`src/rtl/row_feeder.sv`:
```
// row_feeder: write-side sequencer for the integral-image row chain.
// Takes a raster pixel stream (valid/ready), clears the row integrals at
// frame start, and drives registered write enable/data/coordinates with
// a one-cycle latency from accept to write.
module row_feeder #(
  parameter int DATA_WIDTH   = 8,
  parameter int CNT_WIDTH    = 10,
  parameter int FRAME_WIDTH  = 320,
  parameter int FRAME_HEIGHT = 240,
  parameter int WINDOW_SIZE  = 24,
  parameter int IWIDTH       = 3
) (
  input  logic                  clk_os,
  input  logic                  reset_os,
  input  logic                  i_sof,
  input  logic [DATA_WIDTH-1:0] i_pixel,
  input  logic                  i_pixel_valid,
  output logic                  o_pixel_ready,
  input  logic                  i_hold,
  output logic                  o_wen,
  output logic [DATA_WIDTH-1:0] o_fifo_in,
  output logic                  o_row_clear,
  output logic [CNT_WIDTH-1:0]  o_col,
  output logic [CNT_WIDTH-1:0]  o_row,
  output logic                  o_window_valid,
  output logic                  o_frame_done
);

  localparam logic [1:0] S_IDLE   = 2'd0;
  localparam logic [1:0] S_CLEAR  = 2'd1;
  localparam logic [1:0] S_STREAM = 2'd2;
  localparam logic [1:0] S_DONE   = 2'd3;

  localparam int CLR_W = (IWIDTH > 1) ? $clog2(IWIDTH) : 1;
  localparam logic [CLR_W-1:0]     CLR_LAST = CLR_W'(IWIDTH - 1);
  localparam logic [CNT_WIDTH-1:0] COL_LAST = CNT_WIDTH'(FRAME_WIDTH - 1);
  localparam logic [CNT_WIDTH-1:0] ROW_LAST = CNT_WIDTH'(FRAME_HEIGHT - 1);
  localparam logic [CNT_WIDTH-1:0] WIN_M1   = CNT_WIDTH'(WINDOW_SIZE - 1);

  logic [1:0]           state;
  logic [CLR_W-1:0]     clr_cnt;
  logic [CNT_WIDTH-1:0] col_cnt;   // coordinates of the next pixel to accept
  logic [CNT_WIDTH-1:0] row_cnt;
  logic                 accept;

  // Ready only while streaming; an sof in the same cycle wins over the pixel.
  assign o_pixel_ready = (state == S_STREAM) & ~i_hold & ~i_sof;
  assign accept        = i_pixel_valid & o_pixel_ready;

  // FSM, coordinate counters and the registered write-side outputs.
  always_ff @(posedge clk_os or negedge reset_os) begin
    if (!reset_os) begin
      state          <= S_IDLE;
      clr_cnt        <= '0;
      col_cnt        <= '0;
      row_cnt        <= '0;
      o_wen          <= 1'b0;
      o_fifo_in      <= '0;
      o_row_clear    <= 1'b0;
      o_col          <= '0;
      o_row          <= '0;
      o_window_valid <= 1'b0;
      o_frame_done   <= 1'b0;
    end else begin
      // Strobes default low; only a write cycle raises them.
      o_wen          <= 1'b0;
      o_row_clear    <= 1'b0;
      o_window_valid <= 1'b0;
      o_frame_done   <= 1'b0;
      if (i_sof) begin
        // Frame start (or abort): begin the clear burst, drop any partial frame.
        state       <= S_CLEAR;
        clr_cnt     <= '0;
        col_cnt     <= '0;
        row_cnt     <= '0;
        o_wen       <= 1'b1;
        o_row_clear <= 1'b1;
        o_fifo_in   <= '0;
        o_col       <= '0;
        o_row       <= '0;
      end else begin
        case (state)
          S_CLEAR: begin
            if (clr_cnt == CLR_LAST) begin
              state <= S_STREAM;
            end else begin
              clr_cnt     <= clr_cnt + 1'b1;
              o_wen       <= 1'b1;
              o_row_clear <= 1'b1;
              o_fifo_in   <= '0;
            end
          end
          S_STREAM: begin
            if (accept) begin
              o_wen          <= 1'b1;
              o_fifo_in      <= i_pixel;
              o_col          <= col_cnt;
              o_row          <= row_cnt;
              o_window_valid <= (col_cnt >= WIN_M1) && (row_cnt >= WIN_M1);
              if (col_cnt == COL_LAST) begin
                col_cnt <= '0;
                if (row_cnt == ROW_LAST) begin
                  row_cnt      <= '0;
                  state        <= S_DONE;
                  o_frame_done <= 1'b1;
                end else begin
                  row_cnt <= row_cnt + 1'b1;
                end
              end else begin
                col_cnt <= col_cnt + 1'b1;
              end
            end
          end
          S_DONE:  state <= S_IDLE;
          default: state <= S_IDLE;
        endcase
      end
    end
  end

endmodule

```
`config.mk`:
```
export PLATFORM = sky130hd
export DESIGN_NAME = row_feeder
export DESIGN_NICKNAME = d
export VERILOG_FILES = /design/src/rtl/row_feeder.sv
export SDC_FILE = /design/constraint.sdc
export NUM_CORES = 1
export LEC_CHECK = 0
export ABC_CLOCK_PERIOD_IN_PS = 3700
export CORE_MARGIN = 3
export CORE_UTILIZATION = 30
export DETAILED_ROUTE_END_ITERATION = 8
export GPL_TIMING_DRIVEN = 1
export HOLD_SLACK_MARGIN = 0.1
export SLEW_MARGIN = 10
export SYNTH_ARGS = -nofsm -noshare
export SYNTH_HDL_FRONTEND = slang
export SYNTH_SLANG_ARGS = --single-unit
```
`constraint.sdc`:
```
create_clock -name clk_os -period 3.7 [get_ports clk_os]
set_input_delay 0.74 -clock clk_os [delete_from_list [all_inputs] [get_ports clk_os]]
set_output_delay 0.74 -clock clk_os [all_outputs]
set_load 0.05 [all_outputs]
```
# Word level (Yosys, flattened, before mapping)
# Cells that the tools add are included.
[totals] ff_bits=56 latchBits=0 ramBits=0 rom_bits=0 in_bits=13 out_inout_bits=33 word_cells=85 n_memories=0
[classes] addsub=3 mul=0 div_mod_pow=0 order_cmp=2 n_eq_ne=11 n_shift=0 n_mux=42 bitwise=5 n_reduce_logical=11
[op_table] operator="$mux W10" count=15
[op_table] operator="$mux W8" count=3
[op_table] operator="$add A10 B1 Y10 const B" count=2
[op_table] operator="$ge A10 B5 Y1 const B" count=2
[op_table] operator="$mux W2" count=8
[op_table] operator="$pmux W8 S2" count=1
[op_table] operator="$mux W1" count=13
[op_table] operator="$eq A10 B8 Y1 const B" count=1
[op_table] operator="$eq A10 B9 Y1 const B" count=1
[op_table] operator="$ne A3 B3 Y1 const B" count=3
[op_table] operator="$reduce_bool A2 Y1" count=4
[op_table] operator="$ne A3 B2 Y1 const B" count=2
[op_table] operator="$reduce_and A3 Y1" count=2
[op_table] operator="$eq A2 B2 Y1 const B" count=2
[op_table] operator="$pmux W2 S2" count=1
[op_table] operator="$reduce_and A2 Y1" count=2
[op_table] operator="$reduce_and A4 Y1" count=1
[op_table] operator="$and A1 B1 Y1" count=3
[op_table] operator="$reduce_bool A3 Y1" count=1
[op_table] operator="$add A2 B1 Y2 const B" count=1
[op_table] operator="$eq A2 B1 Y1 const B" count=1
[op_table] operator="$ne A2 B2 Y1 const B" count=1
[op_table] operator="$not A1 Y1" count=2
[op_table] operator="$pmux W1 S2" count=1
[op_table] operator="$logic_and A1 B1 Y1" count=1

# Logic depth before layout (Yosys ltp)
[logic_depth] word_depth=7 depth_mapped=8 depth_no_buf=6

# Least setup slack after synthesis
# Ideal clock, no wire load.
[synth_timing] path_kind="input port to output port" startpoint="in i_sof" endpoint="out o_pixel_ready" arrival_ps=1730 required_time_ps=2960 setup_slack_ps=1230 path_stages=3 n_path_buf=1 cell_sequence="nor2b_1 buf_2 nor2b_1"
[synth_between] elab_chain_cells=2
[synth_lines] item="from (decl)" line="15" rtl="input logic i_sof,"
[synth_lines] item="$not A1 Y1" line="47" rtl="assign o_pixel_ready = (state == S_STREAM) & ~i_hold & ~i_sof;"
[synth_lines] item="$and A1 B1 Y1" line="47"
[synth_lines] item="to (decl)" line="18" rtl="output logic o_pixel_ready,"
# Every way passes these cells.

# Final worst setup path
# Ends and elaborated chain as after synthesis.

==> key figures <==
Global routing
  – Vias in the first global route: 1988
  – GR Util All Layers: 12.2%
  – Largest net degree at the start of global routing: 40
  – Initial antenna violation count: 0
  – Total gr overflow: 0
  – First-pass GRT wire length: 9.80 mm

Floorplan
  – Die area: 9960 sq um
  – Io pins: 46
  – Initial Utilization: 31.5%
  – Num rows: 33
  – Die width: 99.8 um
  – CORE AREA: 8380 sq um
  – DIE HEIGHT: 99.8 um

Placed design
  – Placed instance area: 3210 sq um
  – Detailed Place HPWL: 4.13 mm
  – Placed cells: 388
  – Port bufs: 45
  – Pre-CTS WS: 0.990 ns
  – GPL Wtd Cong: 0.734

Routing
  – Vias: 2001
  – Via/cell ratio: 5.05
  – Drt total wl: 5.78 mm
  – DRT iter0 DRCs: 81
  – # DRC: 0
  – First-pass DRT Iterations: 6
  – DR WL/cell: 14.6 um
  – Routed Antenna Nets: 0

Synth
  – Sequential area share after synthesis: 53.1%
  – Ys Warns: 0
  – Syn Nets: 264
  – Most frequent cell after synthesis: dfrtp_1
  – Post-synth EDFFs: 0
  – Mapped Area: 2640 sq um
  – Synth area leaders: dfrtp_1 53%, a22o_1 6.3%, mux2i_1 4.2%
  – Synth top area share: 53.1%
  – Count of different cell masters after synthesis: 41
  – Gate Count Post-Synth: 246
  – Async set-reset flop share out of synthesis: 100%
  – Synth cell count leaders: 56 x dfrtp_1, 19 x a22o_1, 19 x nor2_1, 15 x inv_1, 14 x nand2_1
  – Top_reg_cell synth: dfrtp_1
  – Avg Inst Size Synth: 10.7 sq um
  – Area leader, netlist: dfrtp_1
  – Number of synthesized register bits: 56

Clocking
  – CTS tree: built
  – CTS max path bufs: 2
  – Hold_buf cts: 0
  – Post-CTS setup buffers: 0
  – CTS resizes: 0
  – H-tree depth: 2
  – Clock Latency Late Sink: 0.31 ns
  – Clock transition at the registers of the reported paths: 0.10 ns
  – CTS Buf Count: 5
  – CTS root buf: clkbuf_8
  – TritonCTS Sinks: 56

Worst setup path
  – Startpoint types: input pin
  – CP max FO: 16
  – Critical path class: input pin to output pin
  – Crit end category: output pin
  – Critical Path RT: 2.96 ns
  – Crit path arrival time: 1.94 ns

Power and ir drop
  – Logic pwr share: 23.2%
  – Pint: 920 uW
  – Sequential Power Share: 50.1%
  – Clk network pwr share: 26.7%
  – PD cells: 400 nW/um^2
  – Leakage: 0.00141 uW
  – VDD IR max: 140 uV
  – Sw Share: 30.3%
  – NetSw: 401 uW

Cells and area
  – Layout cell share with drive strength beyond 1: 7.22%
  – Multi-input gate area: 1120 sq um
  – Final Util: 39.4%
  – Filler instances: 837
  – Fin cells: 396
  – Area grow syn2layout: 25.3%
  – # diodes: 0
  – Sequential Area: 1400 sq um
  – Final #Nets: 308
  – Design Area, Final: 3310 sq um

Status
  – Outcome: completed

STA
  – Final TNS setup: 0 ns
  – Hold Fails Final Rpt: 0
  – Worst-Margin Slew: 0.863 ns
  – Setup ws final: 1.02 ns
  – Fmax: 373 MHz
  – Fin crit period: 2.68 ns
  – Max Slew Vio Count: 0
  – Final setup viols: 0
  – Relative slew slack: 42.4%
  – RSZ-0062 raised after global routing: false
  – Post-route clock period utilization: 72.5%
  – Clock Skews: 0.00881 ns

Run
  – Max-Cap Viols: 0

Worst hold path
  – Type of the most critical hold path: register to register
==> final cells by class <==
type	count	share of cell area [%]
Inverter	15	1.70
Timing Repair Buffer	51	15.1
Sequential cell	56	42.4
Clock buffer	6	2.50
Clock inverter	2	0.454
Multi-Input combinational cell	161	33.8
Tap cell	105	3.97
==> cell usage in the layout, fill, tap and decap left out, types with 2 or more instances in the layout <==
| master | instances |
|---|---|
| o2111ai_1 | 3 |
| or4_1 | 2 |
| dfrtp_1 | 56 |
| and2_1 | 5 |
| clkbuf_8 | 6 |
| a22o_1 | 19 |
| a21oi_1 | 11 |
| nand3b_1 | 2 |
| and4b_1 | 2 |
| nor2_1 | 19 |
| xor2_1 | 7 |
| nand2_1 | 14 |
| or3_1 | 4 |
| o211ai_1 | 4 |
| and4_1 | 2 |
| nand3_1 | 8 |
| clkinvlp_4 | 2 |
| inv_1 | 15 |
| nand2b_1 | 2 |
| ha_1 | 5 |
| a32oi_1 | 3 |
| a31oi_1 | 2 |
| mux2i_1 | 11 |
| o31ai_1 | 5 |
| o21bai_1 | 2 |
| nor2b_1 | 6 |
| buf_4 | 6 |
| and3_1 | 4 |
| o21ai_0 | 7 |
| clkdlybuf4s50_1 | 43 |
==> path summary, 6_finish.rpt <==
path                                      startpoint                  endpoint  slack [ns]  cells after the start
min in group asynchronous                   reset_os  o_fifo_in[4]$_DFFE_PN0P_        0.53                      1
worst max register to register  state[0]$_DFFE_PN0P_      o_row[3]$_DFFE_PN0P_        1.70                      6
worst min register to register  o_col[6]$_DFFE_PN0P_      o_col[6]$_DFFE_PN0P_        0.51                      1
max in group asynchronous                   reset_os    row_cnt[2]$_DFFE_PN0P_        2.40                      2
worst max-delay path                           i_sof             o_pixel_ready        1.02                      5
worst min-delay path            o_col[6]$_DFFE_PN0P_      o_col[6]$_DFFE_PN0P_        0.51                      1
==> power groups by stage <==
| stage | logic, uW | registers, uW | clock network, uW |
|---|---|---|---|
| floorplan | 169 | 724 | 0 |
| CTS | 313 | 662 | 372 |
| global route | 343 | 665 | 389 |
| detailed placement | 312 | 674 | 0 |
| finish | 307 | 661 | 353 |
| global placement | 308 | 672 | 0 |
==> registers in the layout (all words and copies together), names as in the netlist <==
| name | flops |
|---|---|
| clr_cnt | 2 |
| o_frame_done | 1 |
| state | 2 |
| o_wen | 1 |
| o_window_valid | 1 |
| col_cnt | 10 |
| row_cnt | 10 |
| o_fifo_in | 8 |
| o_col | 10 |
| o_row | 10 |
| o_row_clear | 1 |
==> cell families after synthesis <==
kind of cell / after synthesis / share of synthesized area (%)
simple gates: 78 / 16.7
buf+inv: 29 / 4.50
fa+ha+maj: 5 / 2.37
flops: 56 / 53.1
mux: 12 / 4.60
xor+xnor: 8 / 2.66
compound gates: 58 / 16.0
==> metal layers <==
layer,GRT usage [%],share of wire (%),vias up
met5,0,0,-
met4,3.15,0.99,0
met3,2.99,3.9,5
met2,20.0,48,34
met1,16.2,47,992
li1,-,-,970
==> through the flow <==
| stage | hold slack, ns | total power [uW] |
|---|---|---|
| after floorplan | 0.444 | 893 |
| after global placement | 0.484 | 981 |
| after detailed placement | 0.485 | 986 |
| after CTS | 0.512 | 1350 |
| after global routing | 0.531 | 1400 |
| final | 0.508 | 1320 |
==> critical path: stages <==
cell and delay, ns:
clkdlybuf4s50_1 0.43, buf_4 0.21, nor2b_1 0.14, nor2b_1 0.25
buf_12 0.17
No activity file was read; power rests on OpenSTA's default activity.
